<file path="config.mk">
export PLATFORM = sky130hd
export DESIGN_NAME = signed_divider
export DESIGN_NICKNAME = d
export VERILOG_FILES = /design/src/rtl/signed_divider.sv
export SDC_FILE = /design/constraint.sdc
export NUM_CORES = 1
export LEC_CHECK = 0
export ABC_AREA = 1
export CORE_AREA = 5 5 170 172
export CTS_BUF_LIST = sky130_fd_sc_hd__clkbuf_8
export DETAILED_ROUTE_END_ITERATION = 6
export DIE_AREA = 0 0 175 177
export GPL_TIMING_DRIVEN = 0
export MAX_ROUTING_LAYER = met4
export SYNTH_ARGS = -nofsm -noshare
export SYNTH_HDL_FRONTEND = slang
export SYNTH_SLANG_ARGS = --single-unit
</file>
<file path="constraint.sdc">
create_clock -name clk -period 6.5 [get_ports clk]
set_clock_uncertainty 0.15 [all_clocks]
set_input_delay 1.3 -clock clk [delete_from_list [all_inputs] [get_ports clk]]
set_output_delay 1.3 -clock clk [all_outputs]
set_load 0.05 [all_outputs]
</file>
<file path="src/rtl/signed_divider.sv">
// -----------------------------------------------------------------------------
// SignedDivider (module signed_divider)
//
// Sequential signed integer divider. It is the arithmetic counterpart of the
// 16x16 combinational signed multiplier: it takes a 32-bit signed dividend and
// a 16-bit signed divisor and produces a quotient and remainder by restoring
// division on the operand magnitudes, one quotient bit per clock. Signs are
// applied in a final fix-up cycle. The results follow SystemVerilog signed
// division: the quotient truncates toward zero, and the remainder takes the
// sign of the dividend.
//
// Ports:
//   clk        rising-edge clock
//   rst        asynchronous active-high reset (aborts any operation in flight)
//   in_valid   operands N/D are presented
//   in_ready   divider is idle and can accept an operation
//   N          signed dividend (WIDTH_N bits)
//   D          signed divisor  (WIDTH_D bits)
//   out_valid  Q/R and the flags hold a result
//   out_ready  consumer takes the result
//   Q          signed quotient (WIDTH_N bits)
//   R          signed remainder (WIDTH_D bits)
//   dbz        divide by zero: Q = -1, R = low bits of N
//   ovf        most negative N divided by -1: Q = N (wraps), R = 0
//   fits16     Q is representable as a WIDTH_D-bit signed value
// -----------------------------------------------------------------------------
module signed_divider #(
    parameter int WIDTH_N = 32,
    parameter int WIDTH_D = 16
) (
    input  logic               clk,
    input  logic               rst,
    input  logic               in_valid,
    output logic               in_ready,
    input  logic [WIDTH_N-1:0] N,
    input  logic [WIDTH_D-1:0] D,
    output logic               out_valid,
    input  logic               out_ready,
    output logic [WIDTH_N-1:0] Q,
    output logic [WIDTH_D-1:0] R,
    output logic               dbz,
    output logic               ovf,
    output logic               fits16
);

    localparam int CW = $clog2(WIDTH_N + 1);
    localparam logic [CW-1:0] CNT_INIT = CW'(WIDTH_N);

    typedef enum logic [1:0] {
        S_IDLE,
        S_CALC,
        S_FIX,
        S_DONE
    } state_t;

    state_t r_state;
    state_t w_next;

    logic [CW-1:0]      r_count;
    logic [WIDTH_N-1:0] r_nq;
    logic [WIDTH_D-1:0] r_rem;
    logic [WIDTH_D-1:0] r_dmag;
    logic               r_sign_q;
    logic               r_sign_r;

    logic               w_dzero;
    logic               w_ovf_case;
    logic [WIDTH_N-1:0] w_nmag;
    logic [WIDTH_D-1:0] w_dmag;
    logic [WIDTH_D:0]   w_shift;
    logic [WIDTH_D:0]   w_diff;
    logic [WIDTH_N-1:0] w_q_signed;
    logic [WIDTH_D-1:0] w_r_signed;
    logic [WIDTH_N-WIDTH_D:0] w_q_top;
    logic               w_fits;

    assign w_dzero    = (D == '0);
    assign w_ovf_case = (N == {1'b1, {(WIDTH_N-1){1'b0}}}) && (D == '1);

    // The most negative dividend negates to itself, which is exactly its
    // magnitude when the bits are read as unsigned, so no extra bit is needed.
    assign w_nmag = N[WIDTH_N-1] ? -N : N;
    assign w_dmag = D[WIDTH_D-1] ? -D : D;

    // The partial remainder is always below |D|, so one extra bit holds the
    // shifted value. The trial difference then lies in [-|D|, |D|-1], so its
    // top bit serves as the sign of the comparison.
    assign w_shift = {r_rem, r_nq[WIDTH_N-1]};
    assign w_diff  = w_shift - {1'b0, r_dmag};

    assign w_q_signed = r_sign_q ? -r_nq  : r_nq;
    assign w_r_signed = r_sign_r ? -r_rem : r_rem;

    // The quotient fits the narrow width when every bit above the narrow sign
    // bit repeats that sign bit.
    assign w_q_top = w_q_signed[WIDTH_N-1:WIDTH_D-1];
    assign w_fits  = (w_q_top == '0) || (w_q_top == '1);

    // State register.
    always_ff @(posedge clk or posedge rst) begin
        if (rst) begin
            r_state <= S_IDLE;
        end else begin
            r_state <= w_next;
        end
    end

    // Next-state and handshake logic. Divide by zero and the single overflow
    // case are resolved at accept time and skip the iteration entirely.
    always_comb begin
        w_next    = r_state;
        in_ready  = 1'b0;
        out_valid = 1'b0;
        case (r_state)
            S_IDLE: begin
                in_ready = 1'b1;
                if (in_valid) begin
                    if (w_dzero || w_ovf_case) begin
                        w_next = S_DONE;
                    end else begin
                        w_next = S_CALC;
                    end
                end
            end
            S_CALC: begin
                if (r_count == CW'(1)) begin
                    w_next = S_FIX;
                end
            end
            S_FIX: begin
                w_next = S_DONE;
            end
            S_DONE: begin
                out_valid = 1'b1;
                if (out_ready) begin
                    w_next = S_IDLE;
                end
            end
            default: begin
                w_next = S_IDLE;
            end
        endcase
    end

    // Datapath. r_nq starts as |N| and shifts left each iteration. Dividend
    // bits leave at the top into the remainder, and quotient bits enter at the
    // bottom, so after WIDTH_N steps it holds the quotient magnitude. Results
    // change only at accept (special cases) or in FIX, so they stay frozen
    // while a result waits for out_ready.
    always_ff @(posedge clk or posedge rst) begin
        if (rst) begin
            r_count  <= '0;
            r_nq     <= '0;
            r_rem    <= '0;
            r_dmag   <= '0;
            r_sign_q <= 1'b0;
            r_sign_r <= 1'b0;
            Q        <= '0;
            R        <= '0;
            dbz      <= 1'b0;
            ovf      <= 1'b0;
            fits16   <= 1'b0;
        end else begin
            case (r_state)
                S_IDLE: begin
                    if (in_valid) begin
                        r_sign_q <= N[WIDTH_N-1] ^ D[WIDTH_D-1];
                        r_sign_r <= N[WIDTH_N-1];
                        r_nq     <= w_nmag;
                        r_dmag   <= w_dmag;
                        r_rem    <= '0;
                        dbz      <= 1'b0;
                        ovf      <= 1'b0;
                        fits16   <= 1'b0;
                        if (w_dzero) begin
                            dbz <= 1'b1;
                            Q   <= '1;
                            R   <= N[WIDTH_D-1:0];
                        end else if (w_ovf_case) begin
                            ovf <= 1'b1;
                            Q   <= N;
                            R   <= '0;
                        end else begin
                            r_count <= CNT_INIT;
                        end
                    end
                end
                S_CALC: begin
                    if (w_diff[WIDTH_D]) begin
                        r_rem <= w_shift[WIDTH_D-1:0];
                        r_nq  <= {r_nq[WIDTH_N-2:0], 1'b0};
                    end else begin
                        r_rem <= w_diff[WIDTH_D-1:0];
                        r_nq  <= {r_nq[WIDTH_N-2:0], 1'b1};
                    end
                    r_count <= r_count - 1'b1;
                end
                S_FIX: begin
                    Q      <= w_q_signed;
                    R      <= w_r_signed;
                    fits16 <= w_fits;
                end
                default: begin
                end
            endcase
        end
    end

endmodule

</file>
After elaboration in Yosys (flattened, before gate mapping)
Index checks and enable logic that the tools add are counted. W data, S select, Z words.

Bits in registers: 125. Latch bits: 0. RAM bits: 0. Bits in read-only memories: 0. Input bits: 52. Output and inout bits: 53. Word-level logic and storage cells: 80. Memories: 0.

Add/subtract/negate cells: 6. Multiply operators: 0. Divide/modulo/power cells: 0. $lt $le $gt $ge: 0. Equality and inequality tests: 13. Shift-type cells: 0. Muxes and demuxes: 34. Bitwise operators: 1. Reduce and logical (&&, ||, !) cells: 14.

Operators by type and width (count): $mux W32 (6); $pmux W32 S2 (2); $mux W16 (7); $neg A32 Y32 (2); $pmux W16 S2 (2); $eq A32 B32 Y1 const B (1); $neg A16 Y16 (2); $mux W6 (3); $eq A17 B17 Y1 const B (1); $logic_not A17 Y1 (1); $sub A17 B16 Y17 (1); $eq A16 B16 Y1 const B (1); $logic_not A16 Y1 (1); $pmux W6 S2 (1); $ne A2 B2 Y1 const B (5); $mux W2 (4); $pmux W2 S4 (1); $mux W1 (7); $eq A6 B1 Y1 const B (1); $reduce_and A2 Y1 (3); $reduce_and A3 Y1 (2); $sub A6 B1 Y6 const B (1); $eq A2 B2 Y1 const B (2); $reduce_and A4 Y1 (1); 8 further kinds (10).

Logic depth before layout (Yosys ltp)
Gate-level depths: netlist of run 1.

Depth after elaboration: 6. Mapped depth: 17. Depth with buffers taken out: 17.

Least setup slack after synthesis of run 1
No wires, ideal clock.

Path kind: in2reg. Start point: input D[1]. End point: register Q[27]. Library setup time: 118 ps. Data arrival time: 2706 ps. Data required time: 6232 ps. Slack: 3526 ps. Stages: 15. Buffers on the path: 2. Path through: inv_1 -> ha_1 -> nand3_1 -> nor3_2 -> inv_1 -> nor2_2 -> nand2_1 -> nand2_1 -> nand2_1 -> nand2_2 -> nand2_4 -> buf_6 -> buf_6 -> nand2_1 -> nand2_1.

Cells in the longest elaborated chain, start to end: 4. Elaborated cells on any way between the ends: 8. Classes of those cells: 2 x eq/ne; 3 x mux; 3 x reduce/logical.

RTL lines: start, declared (RTL line 36) `input logic [WIDTH_D-1:0] D,`; $eq A16 B16 Y1 or $logic_not A16 Y1 (tied branches) (RTL line 78, 77); $logic_and A1 B1 Y1 or $mux W32 (tied branches) (RTL line 78, 175); $ne A3 B3 Y1 (no source line) or $mux W32 (tied branches); $reduce_and A3 Y1 (no source line) or $pmux W32 S2 (tied branches); end signal, assigned (RTL line 199) `Q <= w_q_signed;`; end, declared (RTL line 39) `output logic [WIDTH_N-1:0] Q,`.

Parallel ways exist; a longest one is shown, timed or not. The select of a mux whose other input is x is not followed. A chain may end at the register's enable or synchronous reset.

Final worst setup path of run 1
Start point: input D[15]. End point: register Q[30].

The elaborated chain is that of the path after synthesis.

==> results.toml, run 1 <==
[outcome]
outcome = "finished clean"

[critical_path]
critPathLaunchType = "input port"
reg2reg_from = "r_state[0]"
timing.setup.critical_path_class = "in2reg"
cpLargestDelayFamily = "buffers and inverters"
critPathRequiredTime_ps = 6680
cp_num_buf_inv = 4
timing.critical_path.slowest_stage_cell = "clkdlybuf4s50_1"
critPathCaptureType = "flip-flop"
worstPathCellList = "clkdlybuf4s50_1, clkinv_1, nand3_1, inv_1, nand4_1, clkbuf_1, a21oi_1, a21oi_1, o21ai_0"
worst-endpoint-arrival_ps = 3890
r2r_cells = 7
crit_fanout = 10
r2r_end = "Q[24]"
most_common_cell_type_on_the_critical_path = "a21oi_1"
r2r_slack_ps = 3510
cp_slowest_stage_delay_ps = 540

[floorplan]
core-area_sq_um = 27300
die_y_microns = 177
io_pins = 105
die_x_microns = 175
dieArea_sq_um = 31000
rows = 61
floorplan.initialDensity = 0.341

[power]
vdd_drop_max_uv = 130
p_comb_frac = 0.638
post-layout-total-power_w = 0.00608
static-leakage-power_nw = 5.32
power.switching_fraction = 0.551
power.share.clock = 0.119
power.sequential.fraction = 0.242
power_density_nw_per_um2 = 541
p_int_w = 0.00273
switchingPower_w = 0.00335

[timing]
timing.setup.tns_ps = 0
timing.final.setup_violations = 0
hold_ws_ps = 338
setup_repair_after_global_routing_missed_its_margin = "no"
finalWorstPathRequiredPeriod_ps = 3710
clock.fmax_mhz = 270
final_min_period_over_clock_period = 0.571
timing.slew.headroom = 0.408
timing_max_transition_violations_final = 0
max_slew.worst_pin.slew_ps = 889
hold_viol = 0

[clocking]
clock_path_buffers = 2
tritoncts = "built"
clkSlewWorstSetupHoldPaths_ps = 90
numCtsBuffers = 17
clkSinkCount = 125
clock_tree.htree_level_count = 4
clk-insertion-delay-late_ps = 470
cts_hold_repair.buffers = 0
postcts_setup_bufs = 0
postCtsResizedCells = 0
cts_root_buf = "clkbuf_8"

[placed_design]
place_hpwl_mm = 28.1
final_gp_congestion = 1.00
number_of_input_and_output_port_buffers_inserted = 103
post_dp_cell_area_sq_um = 10800

[yosys]
synth_cells = 1432
synth.largest_area_cell = "dfrtp_1"
mappedNetlistArea_sq_um = 9330
synth-warning-count = 0
ys_types = 47
syn_nets = 1512
postSynth.topFlopCell = "dfrtp_1"
ys_async_sr_fraction = 1.00
synth.ff_latch_count = 125
ys_top_cells_by_area = "dfrtp_1, nand2_1, o21ai_0"
synth.avg_cell_area_sq_um = 6.52
yosys.area.top_type_share = 0.335
yosysSeqAreaShare = 0.335
synth_enable_flop_cells = 0

[layout]
design_area_sq_um = 11200
final_cell_mix = "nand2_1, nor2_1, inv_1"
n_fill_cell = 2950
utilization = 0.411
areaGrowthSynthToFinish_pct = 20.4
layout.cells.most_common = "nand2_1"
post_route_cells_drive_above_1_share = 0.0478
design.final.nets = 1635

[global_routing]
first_pass_grt_wire_length_mm = 55.2
total_grt_usage = 0.234
largest_net_degree_at_the_start_of_global_routing = 67
grt_antenna_before_repair = 1
number_of_global_route_vias_before_repair = 9767
overflow = 0

[routing]
viasPerCell = 5.34
detail_route.drc_violations = 0
drt_pre_antenna_iters = 7
drt.antenna.violating_nets = 0
finalWirelength_mm = 35.3
wl_per_cell_microns = 18.4
num_vias = 10200
drt-initial-drc-count = 982

[min_path]
worstHoldEndpoint = "Q[18]"
hp-start = "Q[18]"
hp-class = "reg2reg"
worst_hold_path.num_cells = 2

[flow_run]
maxcap_violations = 0
==> sequential cells by signal (all words and copies together), names as in the netlist, 2 cells and up <==
name / cells
r_count: 6
r_state: 2
R: 16
r_dmag: 16
Q: 32
r_rem: 16
r_nq: 32
==> worst max-delay path by stage <==
stage | start | endpoint | depth (start not counted)
floorplan | rst | Q[0] | 1
finish | D[15] | Q[30] | 9
global route | D[15] | Q[30] | 9
detailed placement | D[15] | Q[30] | 9
global placement | rst | r_count[3] | 2
CTS | D[15] | Q[30] | 9
==> synth_stat cells (all sizes together), types with 2 or more instances <==
cell    instances
a311oi          4
nand2         428
nand3         120
xnor2           8
a31oi           8
xor2           30
nor3           24
clkinv          2
buf            18
o21ai         159
clkbuf         36
o31ai           5
a22oi           3
dfrtp         125
nor4            6
a21oi          73
o211ai         17
nand4          13
a31o            3
o221ai          5
nand3b          3
nor2          155
inv           150
ha             27
==> tightest hold or removal path, cell delays in order, from the launching register on <==
cell and delay (ps):
dfrtp_1 350, nand2_1 50, o21ai_0 60
==> metrics by stage <==
step / std cells / setup WS (ps)
2_1_floorplan: 1432 / 1720
3_3_place_gp: 1881 / -364
3_5_place_dp: 1882 / 2390
4_1_cts: 1914 / 2860
5_1_grt: 1915 / 2720
6_report: 1915 / 2790
==> layout make-up <==
class	instances	area, sq um	share of cell area
Clock inverter	13	140	0.0125
Sequential cell	125	3130	0.279
Clock buffer	19	262	0.0233
Inverter	152	576	0.0512
Tap cell	346	433	0.0385
Multi-Input combinational cell	1101	5390	0.479
Buffer	54	246	0.0219
Timing Repair Buffer	104	1060	0.0943
Antenna cell	1	2.50	0.000223
==> power by group through the flow <==
stage	logic, W	registers (W)	clock network (W)
after global routing	0.00430	0.00152	0.000763
after floorplan	0.00226	0.00184	0
final	0.00388	0.00147	0.000724
after detailed placement	0.00383	0.00148	0
after global placement	0.00379	0.00147	0
after CTS	0.00384	0.00146	0.000724
==> per-layer routing <==
layer	wire length [microns]	part of all wire	GRT usage	vias up
met5	0	0	-	-
met1	16000	0.45	0.326	4723
met3	2870	0.081	0.0333	81
li1	-	-	-	4966
met4	977	0.028	0.0746	0
met2	15500	0.44	0.354	449
==> logic make-up after synthesis <==
kind of cell / after synthesis / synth area share
DFF: 125 / 0.335
adders and majority gates: 28 / 0.0384
xor gates and xnor gates: 38 / 0.0357
and+or+nand+nor: 751 / 0.334
buffers and inverters: 206 / 0.0876
AOI/OAI and AO/OA: 284 / 0.169
Note: power is estimated with default switching activity, not from simulation.
==> run 2, diff against run 1 <==
==> constraint.sdc (replaced) <==
create_clock -name clk -period 3.81 [get_ports clk]
set_clock_uncertainty 0.15 [all_clocks]
set_input_delay 0.762 -clock clk [delete_from_list [all_inputs] [get_ports clk]]
set_output_delay 0.762 -clock clk [all_outputs]
set_load 0.05 [all_outputs]
==> run 2 against run 1 <==
Register-to-register slack lost 2700 ps. Sequential power grew 71%. Flip-flop and latch count is the same. Critical path depth is the same. Clock power grew 100%. Sequential share of layout area shrank 0.29 points. Utilization grew 0.44 points. Total power grew 74%. Largest power group unchanged.
==> results.toml, run 2 (synthesis gave the netlist of run 1 again) <==
[clocking]
cts_root_buf = "clkbuf_8"
cts_hold_repair.buffers = 0
clock_tree.htree_level_count = 4
clkSlewWorstSetupHoldPaths_ps = 80
clkSinkCount = 125
clock_path_buffers = 2
postcts_setup_bufs = 0
clk-insertion-delay-late_ps = 470
postCtsResizedCells = 0
tritoncts = "built"
numCtsBuffers = 17

[global_routing]
first_pass_grt_wire_length_mm = 55.2
number_of_global_route_vias_before_repair = 9641
overflow = 0
grt_antenna_before_repair = 1
largest_net_degree_at_the_start_of_global_routing = 39
total_grt_usage = 0.235

[placed_design]
final_gp_congestion = 1.00
post_dp_cell_area_sq_um = 10900
number_of_input_and_output_port_buffers_inserted = 103
pre_cts_ws_ps = 234
place_hpwl_mm = 28.2

[timing]
setup_repair_after_global_routing_missed_its_margin = "no"
timing.final.setup_violations = 0
finalWorstPathRequiredPeriod_ps = 3140
hold_viol = 0
final_min_period_over_clock_period = 0.823
timing.setup.tns_ps = 0
timing.slew.headroom = 0.443
clock.fmax_mhz = 319
max_slew.worst_pin.slew_ps = 835
final.setup.worst_slack_ps = 675
timing_max_transition_violations_final = 0

[layout]
design_area_sq_um = 11400
n_fill_cell = 2931
utilization = 0.415
areaGrowthSynthToFinish_pct = 21.7
design.final.nets = 1637
final_cell_mix = "nand2_1, nor2_1, inv_1"
largestRegisters = "Q: 32 flops, r_nq: 32 flops"
layout.cells.most_common = "nand2_1"
post_route_cells_drive_above_1_share = 0.0490

[routing]
drt_pre_antenna_iters = 7
detail_route.drc_violations = 0
drt.antenna.violating_nets = 0
num_vias = 10200
drt-initial-drc-count = 1088
finalWirelength_mm = 35.2
wl_per_cell_microns = 18.4
viasPerCell = 5.31

[power]
power_density_nw_per_um2 = 932
post-layout-total-power_w = 0.0106
p_int_w = 0.00490
vdd_drop_max_uv = 261
power.share.clock = 0.140
p_comb_frac = 0.623
power.sequential.fraction = 0.237
static-leakage-power_nw = 5.38
switchingPower_w = 0.00568
power.switching_fraction = 0.537

[critical_path]
cpLargestDelayFamily = "buffers and inverters"
worstPathCellList = "clkdlybuf4s50_1, clkinv_1, nand3_1, inv_1, nand4_1, clkbuf_1, a21oi_1, a21oi_1, o21ai_0"
critPathLaunchType = "input port"
timing.critical_path.slowest_stage_cell = "clkdlybuf4s50_1"
cp_slowest_stage_delay_ps = 530
worst-endpoint-arrival_ps = 3320
cp_num_buf_inv = 4
crit_fanout = 10
critPathCaptureType = "flip-flop"
critPathRequiredTime_ps = 4000
most_common_cell_type_on_the_critical_path = "a21oi_1"
timing.setup.critical_path_class = "in2reg"

[flow_run]
maxcap_violations = 0

[floorplan]
io_pins = 105
dieArea_sq_um = 31000
floorplan.initialDensity = 0.341
core-area_sq_um = 27300
rows = 61
die_x_microns = 175
die_y_microns = 177

[outcome]
outcome = "finished clean"

[min_path]
hp-class = "reg2reg"
==> run 2: cell count changes in the layout (fill, tap and decap cells not counted), moves of 2 or more <==
cell	delta
buf_12	+3
bufinv_16	+3
clkbuf_8	+2
clkinv_2	-3
clkinvlp_4	-2
==> run 2: metrics by stage <==
stage | hold slack, ps | std cells
2_1_floorplan | 303 | 1432
3_3_place_gp | 316 | 1881
3_5_place_dp | 317 | 1884
4_1_cts | 337 | 1916
5_1_grt | 363 | 1917
6_report | 332 | 1917
==> run 2: cell type report <==
type | instances | area, sq um | area share
Multi-Input combinational cell | 1101 | 5390 | 0.474
Sequential cell | 125 | 3130 | 0.276
Timing Repair Buffer | 106 | 1090 | 0.0961
Inverter | 152 | 574 | 0.0506
Tap cell | 346 | 433 | 0.0381
Clock buffer | 21 | 289 | 0.0255
Buffer | 54 | 246 | 0.0217
Clock inverter | 11 | 201 | 0.0177
Antenna cell | 1 | 2.50 | 0.000220
==> run 2: final timing paths <==
check / startpoint / endpoint / slack [ps] / cells past startpoint
worst max-delay path: D[15] / Q[30] / 670 / 9
max in group asynchronous: rst / Q[16] / 2080 / 4
worst min register to register: Q[5] / Q[5] / 330 / 2
worst max register to register: r_state[0] / Q[24] / 840 / 7
worst min-delay path: Q[5] / Q[5] / 330 / 2
min in group asynchronous: rst / R[5] / 570 / 2
==> run 2: power by group through the flow <==
stage	registers, W	clock network, W	logic (W)
after global placement	0.00251	0	0.00646
final	0.00251	0.00148	0.00659
after global routing	0.00258	0.00155	0.00734
after detailed placement	0.00251	0	0.00652
after CTS	0.00249	0.00149	0.00654
after floorplan	0.00313	0	0.00385
==> run 2: tightest hold or removal path: stages, from the launching register on <==
cell and delay (ps):
dfrtp_1 350, nand2_1 50, nand2_1 50
==> run 2: routing by layer <==
| layer | GRT usage | wire length [microns] | part of all wire | up-vias |
|---|---|---|---|---|
| met5 | - | 0 | 0 | - |
| met3 | 0.0387 | 3150 | 0.090 | 61 |
| met1 | 0.322 | 15500 | 0.44 | 4681 |
| li1 | - | - | - | 4954 |
| met2 | 0.358 | 15600 | 0.44 | 483 |
| met4 | 0.0750 | 949 | 0.027 | 0 |
==> run 3, diff against run 2 <==
==> constraint.sdc (replaced) <==
create_clock -name clk -period 2.9 [get_ports clk]
set_clock_uncertainty 0.15 [all_clocks]
set_input_delay 0.58 -clock clk [delete_from_list [all_inputs] [get_ports clk]]
set_output_delay 0.58 -clock clk [all_outputs]
set_load 0.05 [all_outputs]
==> run 3 against run 2 <==
Non-clock buffer count increased by 4. Routed wire length about the same. Sequential power is 31% higher. Count of clock-buffer cells in the layout is the same. Combinational power up 33%. Hold slack about the same. Critical path type unchanged. Largest cell class unchanged. Largest power group unchanged. Highest routed layer unchanged.
==> results.toml, run 3 (synthesis gave the netlist of run 1 again) <==
[timing]
max_slew.worst_pin.slew_ps = 825
finalWorstPathRequiredPeriod_ps = 2750
final_min_period_over_clock_period = 0.948
hold_viol = 0
final.setup.worst_slack_ps = 151
timing.slew.headroom = 0.450
timing_max_transition_violations_final = 0
clock.fmax_mhz = 364
timing.final.setup_violations = 0
setup_repair_after_global_routing_missed_its_margin = "no"
hold_ws_ps = 332
timing.setup.tns_ps = 0

[clocking]
clk-insertion-delay-late_ps = 460
cts_hold_repair.buffers = 0
clock_tree.htree_level_count = 4
tritoncts = "built"
cts_root_buf = "clkbuf_8"
clkSlewWorstSetupHoldPaths_ps = 70
clkSinkCount = 125
clock_path_buffers = 2
numCtsBuffers = 17

[floorplan]
core-area_sq_um = 27300
rows = 61
die_x_microns = 175
die_y_microns = 177
dieArea_sq_um = 31000
floorplan.initialDensity = 0.341
io_pins = 105

[placed_design]
place_hpwl_mm = 28.2
pre_cts_ws_ps = -494
final_gp_congestion = 1.00
number_of_input_and_output_port_buffers_inserted = 103

[routing]
wl_per_cell_microns = 18.3
drt_pre_antenna_iters = 6
drt.antenna.violating_nets = 0
finalWirelength_mm = 35.2
drt-initial-drc-count = 1111
viasPerCell = 5.32
num_vias = 10200
detail_route.drc_violations = 0

[min_path]
worst_hold_path.num_cells = 2
worstHoldEndpoint = "Q[5]"
hp-class = "reg2reg"
hp-start = "Q[5]"

[layout]
design.final.nets = 1641
largestRegisters = "Q: 32 flops, r_nq: 32 flops"
areaGrowthSynthToFinish_pct = 22.5
layout.cells.most_common = "nand2_1"
utilization = 0.418
final_cell_mix = "nand2_1, nor2_1, inv_1"
post_route_cells_drive_above_1_share = 0.0572

[global_routing]
total_grt_usage = 0.235
first_pass_grt_wire_length_mm = 55.2
grt_antenna_before_repair = 1
number_of_global_route_vias_before_repair = 9641
overflow = 0
largest_net_degree_at_the_start_of_global_routing = 39

[critical_path]
r2r_end = "r_nq[18]"
critPathLaunchType = "input port"
reg2reg_from = "r_state[1]"
critPathRequiredTime_ps = 3100
r2r_cells = 9
r2r_slack_ps = 190
worst-endpoint-arrival_ps = 2950
timing.setup.critical_path_class = "in2reg"
critPathCaptureType = "flip-flop"
crit_fanout = 10

[power]
power_density_nw_per_um2 = 1220
static-leakage-power_nw = 5.43
vdd_drop_max_uv = 409

[outcome]
outcome = "finished clean"

[flow_run]
maxcap_violations = 0
run 3: cell count changes in the layout (fill, tap and decap cells not counted), sizes merged:
cell / delta
clkdlybuf4s50: -1
dlymetal6s2s: +1
clkbuf: -1
buf: +5
run 3: critical path, cell delays in order:
cell and delay [ps]:
clkdlybuf4s50_1 510, nor2_2 200, inv_1 70, nor3_1 320, nand4_1 140, nor2_1 220, nand2_1 100, nand2_1 60
nand2_1 80, nand2_2 90, nand2_4 110, buf_6 170, buf_6 140, nand2_1 70, nand2_1 60
run 3: metrics by stage:
stage | total power [W] | cell area [sq um] | std cells
final | 0.0140 | 11400 | 1921
after global routing | 0.0152 | 11400 | 1921
after CTS | 0.0138 | 11300 | 1916
after detailed placement | 0.0119 | 10900 | 1884
after global placement | 0.0118 | 10800 | 1881
after floorplan | 0.00917 | 9330 | 1432
run 3: per-layer routing:
layer	share of wire	GRT usage	vias up
li1	-	-	4968
met1	0.44	0.322	4713
met2	0.44	0.358	470
met3	0.088	0.0387	76
met4	0.028	0.0750	0
met5	0	-	-
run 3: worst max-delay path by stage:
stage,start,end,cells after the start
detailed placement,D[0],Q[13],10
floorplan,r_nq[31],r_rem[2],14
CTS,D[0],Q[13],10
global route,r_nq[31],r_rem[8],14
finish,N[22],R[8],15
global placement,rst,r_nq[18],2
run 3: where the power goes:
group	internal [W]	switching (W)
combinational	0.00282	0.00594
sequential	0.00254	0.000750
clock	0.00113	0.000811
total	0.00649	0.00750
run 3: cell type report:
| class | count | area, sq um |
|---|---|---|
| Multi-Input combinational cell | 1101 | 5420 |
| Clock inverter | 11 | 201 |
| Clock buffer | 21 | 289 |
| Buffer | 53 | 249 |
| Sequential cell | 125 | 3130 |
| Fill cell | 2930 | 15900 |
| Antenna cell | 1 | 2.50 |
| Tap cell | 346 | 433 |
| Inverter | 152 | 574 |
| Timing Repair Buffer | 111 | 1130 |
run 3: timing repair:
| item | 4_1_cts | 5_1_grt |
|---|---|---|
| buffers inserted | 0 | 5 |
| pin swaps | 0 | 4 |
| setup endpoints to repair | 2 | 68 |
| hold endpoints to repair | 0 | 0 |
| gates resized for setup | 0 | 17 |
